## src/rtl/cpu_mem_arbiter.sv

```systemverilog
`default_nettype none
// ============================================================================
//  Module      : cpu_mem_arbiter
//  Description : Shares one single-port bus master between the instruction
//                fetch port and the data memory port of the pipeline. Each
//                pipeline cycle the data access (older instruction) is done
//                first, then the fetch; the pipeline is stalled until both
//                have completed and then released for exactly one cycle.
//  Revision    : 1.0 - initial release
// ============================================================================
module cpu_mem_arbiter #(
    parameter int ADDR_W      = 32,
    parameter int DATA_W      = 32,
    parameter int TIMEOUT_CYC = 16
) (
    input  logic              clk,
    input  logic              rst,
    input  logic              im_read_mem,
    input  logic [ADDR_W-1:0] im_addr,
    output logic [DATA_W-1:0] im_dataout,
    input  logic              dm_read_mem,
    input  logic              dm_write_mem,
    input  logic [ADDR_W-1:0] dm_addr,
    input  logic [3:0]        dm_web,
    input  logic [DATA_W-1:0] dm_datain,
    output logic [DATA_W-1:0] dm_dataout,
    output logic              bus_stall,
    output logic              bus_req,
    output logic              bus_we,
    output logic [ADDR_W-1:0] bus_addr,
    output logic [3:0]        bus_web,
    output logic [DATA_W-1:0] bus_wdata,
    input  logic              bus_gnt,
    input  logic              bus_rvalid,
    input  logic [DATA_W-1:0] bus_rdata,
    output logic              bus_err
);

    // Counter only has to reach TIMEOUT_CYC-1, so log2 bits are enough.
    localparam int              CNT_W   = $clog2(TIMEOUT_CYC);
    localparam logic [CNT_W-1:0] CNT_MAX = CNT_W'(TIMEOUT_CYC - 1);

    typedef enum logic [2:0] {
        S_IDLE    = 3'd0,
        S_DM_REQ  = 3'd1,
        S_DM_WAIT = 3'd2,
        S_IM_REQ  = 3'd3,
        S_IM_WAIT = 3'd4,
        S_DONE    = 3'd5
    } state_t;

    state_t              state_q;
    logic [CNT_W-1:0]    cnt_q;
    logic [ADDR_W-1:0]   im_addr_q;
    logic                im_pend_q;
    logic                dm_we_q;
    logic [DATA_W-1:0]   im_dataout_q;
    logic [DATA_W-1:0]   dm_dataout_q;
    logic                bus_req_q;
    logic                bus_we_q;
    logic [ADDR_W-1:0]   bus_addr_q;
    logic [3:0]          bus_web_q;
    logic [DATA_W-1:0]   bus_wdata_q;
    logic                bus_err_q;

    logic                w_dm_pend;
    logic                w_any_req;
    logic                w_wait_end;
    logic                w_timeout;
    logic                w_dm_end;
    logic                w_im_end;
    logic [DATA_W-1:0]   w_rdata;

    assign w_dm_pend  = dm_read_mem | dm_write_mem;
    assign w_any_req  = im_read_mem | w_dm_pend;
    // A WAIT state ends on rvalid or when the counter has run out.
    assign w_wait_end = bus_rvalid | (cnt_q == CNT_MAX);
    assign w_timeout  = ((state_q == S_DM_WAIT) || (state_q == S_IM_WAIT))
                        && !bus_rvalid && (cnt_q == CNT_MAX);
    // Completion either straight from REQ (gnt and rvalid together) or from WAIT.
    assign w_dm_end   = ((state_q == S_DM_REQ) && bus_gnt && bus_rvalid)
                        || ((state_q == S_DM_WAIT) && w_wait_end);
    assign w_im_end   = ((state_q == S_IM_REQ) && bus_gnt && bus_rvalid)
                        || ((state_q == S_IM_WAIT) && w_wait_end);
    // A timed-out read returns zero.
    assign w_rdata    = bus_rvalid ? bus_rdata : '0;

    assign im_dataout = im_dataout_q;
    assign dm_dataout = dm_dataout_q;
    assign bus_req    = bus_req_q;
    assign bus_we     = bus_we_q;
    assign bus_addr   = bus_addr_q;
    assign bus_web    = bus_web_q;
    assign bus_wdata  = bus_wdata_q;
    assign bus_err    = bus_err_q;

    // Stall follows the live request in IDLE so the pipeline freezes in the
    // same cycle it asks for memory; it is released only in DONE.
    always_comb begin
        bus_stall = 1'b1;
        case (state_q)
            S_IDLE:  bus_stall = w_any_req;
            S_DONE:  bus_stall = 1'b0;
            default: bus_stall = 1'b1;
        endcase
    end

    // Sequencer: request latch, bus handshake, data capture and timeout.
    always_ff @(posedge clk or negedge rst) begin
        if (!rst) begin
            state_q      <= S_IDLE;
            cnt_q        <= '0;
            im_addr_q    <= '0;
            im_pend_q    <= 1'b0;
            dm_we_q      <= 1'b0;
            im_dataout_q <= '0;
            dm_dataout_q <= '0;
            bus_req_q    <= 1'b0;
            bus_we_q     <= 1'b0;
            bus_addr_q   <= '0;
            bus_web_q    <= 4'b1111;
            bus_wdata_q  <= '0;
            bus_err_q    <= 1'b0;
        end else begin
            case (state_q)
                S_IDLE: begin
                    if (w_any_req) begin
                        im_addr_q <= im_addr;
                        im_pend_q <= im_read_mem;
                        dm_we_q   <= dm_write_mem;
                        bus_req_q <= 1'b1;
                        if (w_dm_pend) begin
                            // Data fields are held directly in the bus registers.
                            state_q     <= S_DM_REQ;
                            bus_we_q    <= dm_write_mem;
                            bus_addr_q  <= dm_addr;
                            bus_web_q   <= dm_write_mem ? dm_web : 4'b1111;
                            bus_wdata_q <= dm_datain;
                        end else begin
                            state_q    <= S_IM_REQ;
                            bus_we_q   <= 1'b0;
                            bus_addr_q <= im_addr;
                            bus_web_q  <= 4'b1111;
                        end
                    end
                end
                S_DM_REQ: begin
                    if (bus_gnt && !bus_rvalid) begin
                        state_q   <= S_DM_WAIT;
                        bus_req_q <= 1'b0;
                        cnt_q     <= '0;
                    end
                end
                S_IM_REQ: begin
                    if (bus_gnt && !bus_rvalid) begin
                        state_q   <= S_IM_WAIT;
                        bus_req_q <= 1'b0;
                        cnt_q     <= '0;
                    end
                end
                S_DM_WAIT, S_IM_WAIT: begin
                    if (!w_wait_end) begin
                        cnt_q <= cnt_q + 1'b1;
                    end
                end
                S_DONE:  state_q <= S_IDLE;
                default: state_q <= S_IDLE;
            endcase

            // Data access finished: capture load data, then fetch or finish.
            if (w_dm_end) begin
                if (!dm_we_q) begin
                    dm_dataout_q <= w_rdata;
                end
                if (im_pend_q) begin
                    state_q    <= S_IM_REQ;
                    bus_req_q  <= 1'b1;
                    bus_we_q   <= 1'b0;
                    bus_addr_q <= im_addr_q;
                    bus_web_q  <= 4'b1111;
                end else begin
                    state_q   <= S_DONE;
                    bus_req_q <= 1'b0;
                end
            end

            // Fetch finished: capture instruction and release the pipeline.
            if (w_im_end) begin
                im_dataout_q <= w_rdata;
                state_q      <= S_DONE;
                bus_req_q    <= 1'b0;
            end

            // Sticky until reset.
            if (w_timeout) begin
                bus_err_q <= 1'b1;
            end
        end
    end

endmodule
`default_nettype wire

```

## config.mk

```make
export PLATFORM = sky130hd
export DESIGN_NAME = cpu_mem_arbiter
export DESIGN_NICKNAME = d
export VERILOG_FILES = /design/src/rtl/cpu_mem_arbiter.sv
export SDC_FILE = /design/constraint.sdc
export NUM_CORES = 1
export LEC_CHECK = 0
export ABC_AREA = 1
export CORE_MARGIN = 3
export CORE_UTILIZATION = 51
export CTS_CLUSTER_SIZE = 20
export DETAILED_ROUTE_END_ITERATION = 7
export DONT_BUFFER_PORTS = 1
export MAX_ROUTING_LAYER = met4
export PLACE_DENSITY = 0.66
export SLEW_MARGIN = 15
export SYNTH_ARGS = -nofsm -noshare
export SYNTH_HDL_FRONTEND = slang
export SYNTH_SLANG_ARGS = --single-unit
```

## constraint.sdc

```tcl
create_clock -name clk -period 1.71 [get_ports clk]
set_input_delay 0.0855 -clock clk [delete_from_list [all_inputs] [get_ports clk]]
set_output_delay 0.0855 -clock clk [all_outputs]
set_load 0.005 [all_outputs]
```

=== Word level (Yosys, flattened, before mapping) ===
Cells that the tools add are included.

* Input bits: 139
* Bits in read-only memories: 0
* Memories kept: 0
* Output and inout port bits: 136
* Bits in registers: 176
* Memory bits (writable): 0
* Bits in latches: 0

* Order comparisons: 0
* Equality and inequality tests: 13
* Multiply operators: 0
* Shifts and indexed selects: 0
* Mux-type cells: 35
* Reductions and logical operators: 24
* Div/mod/pow operators: 0
* Add/sub/neg operators: 1
* Bitwise operators: 4

{| class="wikitable"
|+ Operator list
! kind !! number
|-
| 32-bit two-way mux || 6
|-
| 4-bit two-way mux || 8
|-
| 3-bit two-way mux || 6
|-
| 3-bit case mux with 4 select lines || 1
|-
| 1-bit two-way mux || 10
|-
| 1-bit logical AND || 9
|-
| 3-bit AND reduction || 3
|-
| 4-bit by 3-bit inequality test with 1-bit output (second input constant) || 2
|-
| 4-bit case mux with 2 select lines || 1
|-
| 3-bit by 2-bit equality test with 1-bit output (second input constant) || 2
|-
| 3-bit equality test (second input constant) || 2
|-
| 4-bit by 1-bit adder with 4-bit output (second input constant) || 1
|-
| 4-bit equality test (second input constant) || 1
|-
| 4-bit by 1-bit inequality test with 1-bit output (second input constant) || 1
|-
| 4-bit inequality test (second input constant) || 1
|-
| 1-bit case mux with 2 select lines || 2
|-
| 2-bit AND reduction || 2
|-
| 4-bit AND reduction || 1
|-
| 4-bit nonzero test || 1
|-
| 2-bit OR reduction || 2
|-
| 3-bit by 1-bit equality test with 1-bit output (second input constant) || 1
|-
| 3-bit zero test || 1
|-
| 1-bit logical OR || 3
|-
| 3-bit inequality test (second input constant) || 1
|-
| other kinds (7) || 9
|}

=== Longest topological paths before layout ===
* Depth after elaboration: 6
* Gate-level depth with buffers: 10
* Gate-level depth less buffers: 10

=== Worst setup path after synthesis ===
OpenSTA, ideal clock, no wires.

* Kind: register to register
* Start point: reg cnt_q[0]
* End point: reg state_q[2]
* Data arrival time: 1.407 ns
* Setup slack: 0.186 ns
* Setup time: 0.117 ns
* Stages on the path, launching flop included: 10
* Cells stage by stage: dfrtp_1 -> ha_1 -> nand3_1 -> nand2_1 -> nand2_1 -> nand2_2 -> nor2_2 -> nand2_1 -> nand2_1 -> nand2_1

* Cells in the longest elaborated chain, start to end: 6
* Elaborated cells between the ends (all ways): 13
* Classes of those cells: 5 x eq/ne; 2 x mux; 1 x bitwise; 5 x reduce/logical

{| class="wikitable"
|+ RTL lines
! what !! line !! text
|-
| start, declared || 53 || <nowiki>logic [CNT_W-1:0] cnt_q;</nowiki>
|-
| start signal, assigned || 163 || <nowiki>cnt_q <= cnt_q + 1'b1;</nowiki>
|-
| 4-bit equality test (*) || 77 || <nowiki>assign w_wait_end = bus_rvalid | (cnt_q == CNT_MAX);</nowiki>
|-
| 1-bit OR (*) || 77 ||
|-
| 1-bit logical AND, on equally long branches || 82, 84 ||
|-
| 1-bit logical OR, on equally long branches || 82, 84 ||
|-
| 4-bit by 3-bit inequality test with 1-bit output (no source line), or another cell as far along || -- ||
|-
| 4-bit AND reduction (no source line) / 3-bit two-way mux (equally long branches) || -- ||
|-
| end signal, assigned || 111 || <nowiki>state_q <= S_IDLE;</nowiki>
|-
| end signal, assigned || 134 || <nowiki>state_q <= S_DM_REQ;</nowiki>
|-
| end signal, assigned || 140 || <nowiki>state_q <= S_IM_REQ;</nowiki>
|-
| end, declared || 52 || <nowiki>state_t state_q;</nowiki>
|}

Mark *: on every way between the ends. The rest lies on a longest branch, timed or not.
A chain may end at the register's enable or synchronous reset.

=== Worst setup path after layout ===
* Start point: reg state_q[2]
* End point: out bus_stall

* Cells in the longest elaborated chain, start to end: 2
* Elaborated cells between the ends (all ways): 3
* Classes of those cells: 1 x eq/ne; 1 x mux; 1 x reduce/logical

{| class="wikitable"
|+ RTL lines
! what !! line !! text
|-
| 3-bit equality test / 3-bit zero test (equally long branches) || 101 || <nowiki>case (state_q)</nowiki>
|-
| 1-bit case mux with 2 select lines (*) || 101 ||
|-
| end, declared || 27 || <nowiki>output logic bus_stall,</nowiki>
|}

Marked as above.

==> metrics.csv <==
metric,value,unit
outcome,"finished, violations left",
failed_checks,negative hold slack,
vias,6528,
crit_path_start_kind,flip-flop,
syn_nets,995,
setup_viol,0,
clock_sinks,176,
power,17.4,mW
critPathKind,reg2out,
grt_usage,0.262,
cts_buffers,17,
layout-drive-gt1-share,0.105,
finalHoldViolCount,176,
ios,275,
nFillCells,1025,
reg2reg_to,dm_dataout[31],
post_drt_wl_per_cell,18.6,µm
finClkSkew,0.0132,ns
path_cells,inv_2 > nand2_2 > inv_4 > nand3_1 > a21boi_1,
vdd_drop_max,975,µV
end_kind,output port,
p_leak,4.86,nW
clk_path_buf_depth,2,
rr_startpoint,cnt_q[0],
grt_pass1_wl,33.2,mm
ys_warn_count,0,
core_area,14600,µm²
multi_input_area,2810,µm²
wirelength,22.1,mm
fmax,0.596,GHz
cts_tree,built,
worst_slack,0.0317,ns
grt_overflow_total,0,
critPathMaxStageDelay,0.42,ns
ff2ff_path_depth,8,
drc,0,
r2r_setup_slack,0.10,ns
rsz0062_at_grt,yes,
hpwlAfterDp,12.9,mm
min_path_type,in2async,
portBuffers,0,
seq_area_frac_synth,0.579,
grt_pass1_vias,6607,
drt_iter0_markers,514,
tightestPinTransition,0.436,ns
dp_slack,-0.0391,ns
syn_to_final_growth,31.0,%
period_share,0.981,
synth-seq-cells,176,
cts.hold.buffers_added,137,
dieArea,16400,µm²
cp_slowest_cell,dfrtp_2,
insertion_delay,0.43,ns
synthDistinctLibCells,27,
drv_cap,0,
viasPerCell,5.50,
crit_fanout,6,
netlist_instances,855,
cp-startpoint,state_q[2],
fin_crit,1.68,ns
cp.required,1.62,ns
syn_avg_cell_area,8.91,µm²
powerDensity,1740,nW/µm²
final_antenna_net_count,0,
initial_core_util,0.522,
gp_congestion,0.850,
synth_area,7620,µm²
cts-root-buf,clkbuf_16,
slew_headroom,0.709,
regArea,4410,µm²
slew_viol_final,0,
grt_max_degree,177,
rows,44,
drtPass1Iterations,6,
hold_slack,-0.642,ns
path_clk_slew,0.07,ns
nets,1127,
dieHeight,128,µm
worstPathArrival,1.59,ns
die_w,128,µm
antenna_found_initial,2,
crit_path_end,bus_stall,
cts_max_level,4,
==> worst max-delay path: cells and delay by family (launching register included) <==
kind | cells | cell delay [ns]
flip-flops | 1 | 0.42
AND/OR/NAND/NOR | 2 | 0.29
buffers and inverters | 2 | 0.15
AO/OA/AOI/OAI | 1 | 0.30
==> synth_stat cells, drive strengths merged <==
cell / number / area [µm²]
xor2: 1 / 8.76
a21oi: 2 / 10.0
o21ai: 105 / 526
ha: 1 / 12.5
mux2: 32 / 360
o21bai: 1 / 7.51
a21boi: 1 / 7.51
inv: 50 / 188
clkbuf: 18 / 67.6
o22ai: 2 / 12.5
dfrtp: 172 / 4300
nor2: 12 / 62.6
dfstp: 4 / 105
o211ai: 30 / 225
nand2: 341 / 1290
xnor2: 1 / 8.76
nand3: 50 / 250
buf: 32 / 173
==> layout by cell type (no fill, tap or decap), drive strengths merged, types with 12 or more instances in the layout <==
cell / instances
dlygate4sd3: 136
nor2: 12
o211ai: 30
inv: 57
clkbuf: 22
buf: 23
o21ai: 105
mux2: 32
nand2: 341
nand3: 50
dfrtp: 172
==> stage by stage <==
step	utilization	TNS, ns	std cells	instance area (µm²)
floorplan	-	0	855	7620
global placement	0.535	0	1006	7810
detailed placement	0.535	-0.0581	1006	7810
CTS	0.672	-0.00374	1175	9800
global route	0.684	-0.640	1186	9990
finish	0.684	0	1186	9990
==> final cells by class <==
type                       count  share of cell area
sequential                   176               0.442
multi-input combinational    579               0.282
timing repair buffer         163               0.173
clock buffer                  18              0.0440
tap                          184              0.0231
inverter                      50              0.0193
clock inverter                14              0.0168
antenna                        2            0.000501
==> power by group <==
part	internal (mW)	switching, mW
sequential	6.22	1.69
clock	2.13	1.78
combinational	2.37	3.20
==> per-layer routing <==
metal	wire length, µm	up-vias	global-route usage
met3	1840	52	0.0783
met2	11200	303	0.429
met1	8420	3130	0.303
met4	629	0	0.105
li1	-	3043	-
met5	0	-	-
==> worst min-delay path by stage <==
stage,slack [ns],to,startpoint
final,-0.64,bus_addr[14],rst
after global routing,-0.67,bus_addr[14],rst
after CTS,-0.66,bus_addr[10],rst
after detailed placement,-0.21,bus_addr[14],rst
after global placement,-0.20,bus_addr[14],rst
after floorplan,-0.21,bus_addr[0],rst
==> sequential cells by signal (all words and copies together), names as in the netlist <==
register    flops
cnt_q           4
dm_we_q         1
bus_req         1
bus_err         1
im_dataout     32
im_addr_q      32
im_pend_q       1
state_q         3
bus_web         4
bus_wdata      32
bus_we          1
bus_addr       32
dm_dataout     32
==> cells by family (layout without fill, tap and decap cells) <==
group | Yosys count | in the layout | synth area share
buffers and inverters | 100 | 245 | 0.0561
AO/OA/AOI/OAI | 141 | 141 | 0.103
adder cells (fa/ha/maj) | 1 | 1 | 0.00164
XOR/XNOR | 2 | 2 | 0.00230
AND/OR/NAND/NOR | 403 | 403 | 0.211
flip-flops | 176 | 176 | 0.579
other | 0 | 2 | 0
multiplexers | 32 | 32 | 0.0473
==> what timing repair did <==
item	CTS	global route
endpoints found under the setup margin	9	109
pin swaps	1	2
endpoints found under the hold margin	344	176
gates cloned	0	6
setup buffers	0	3
resized for setup	2	12
(Power assumes the default switching activity.)
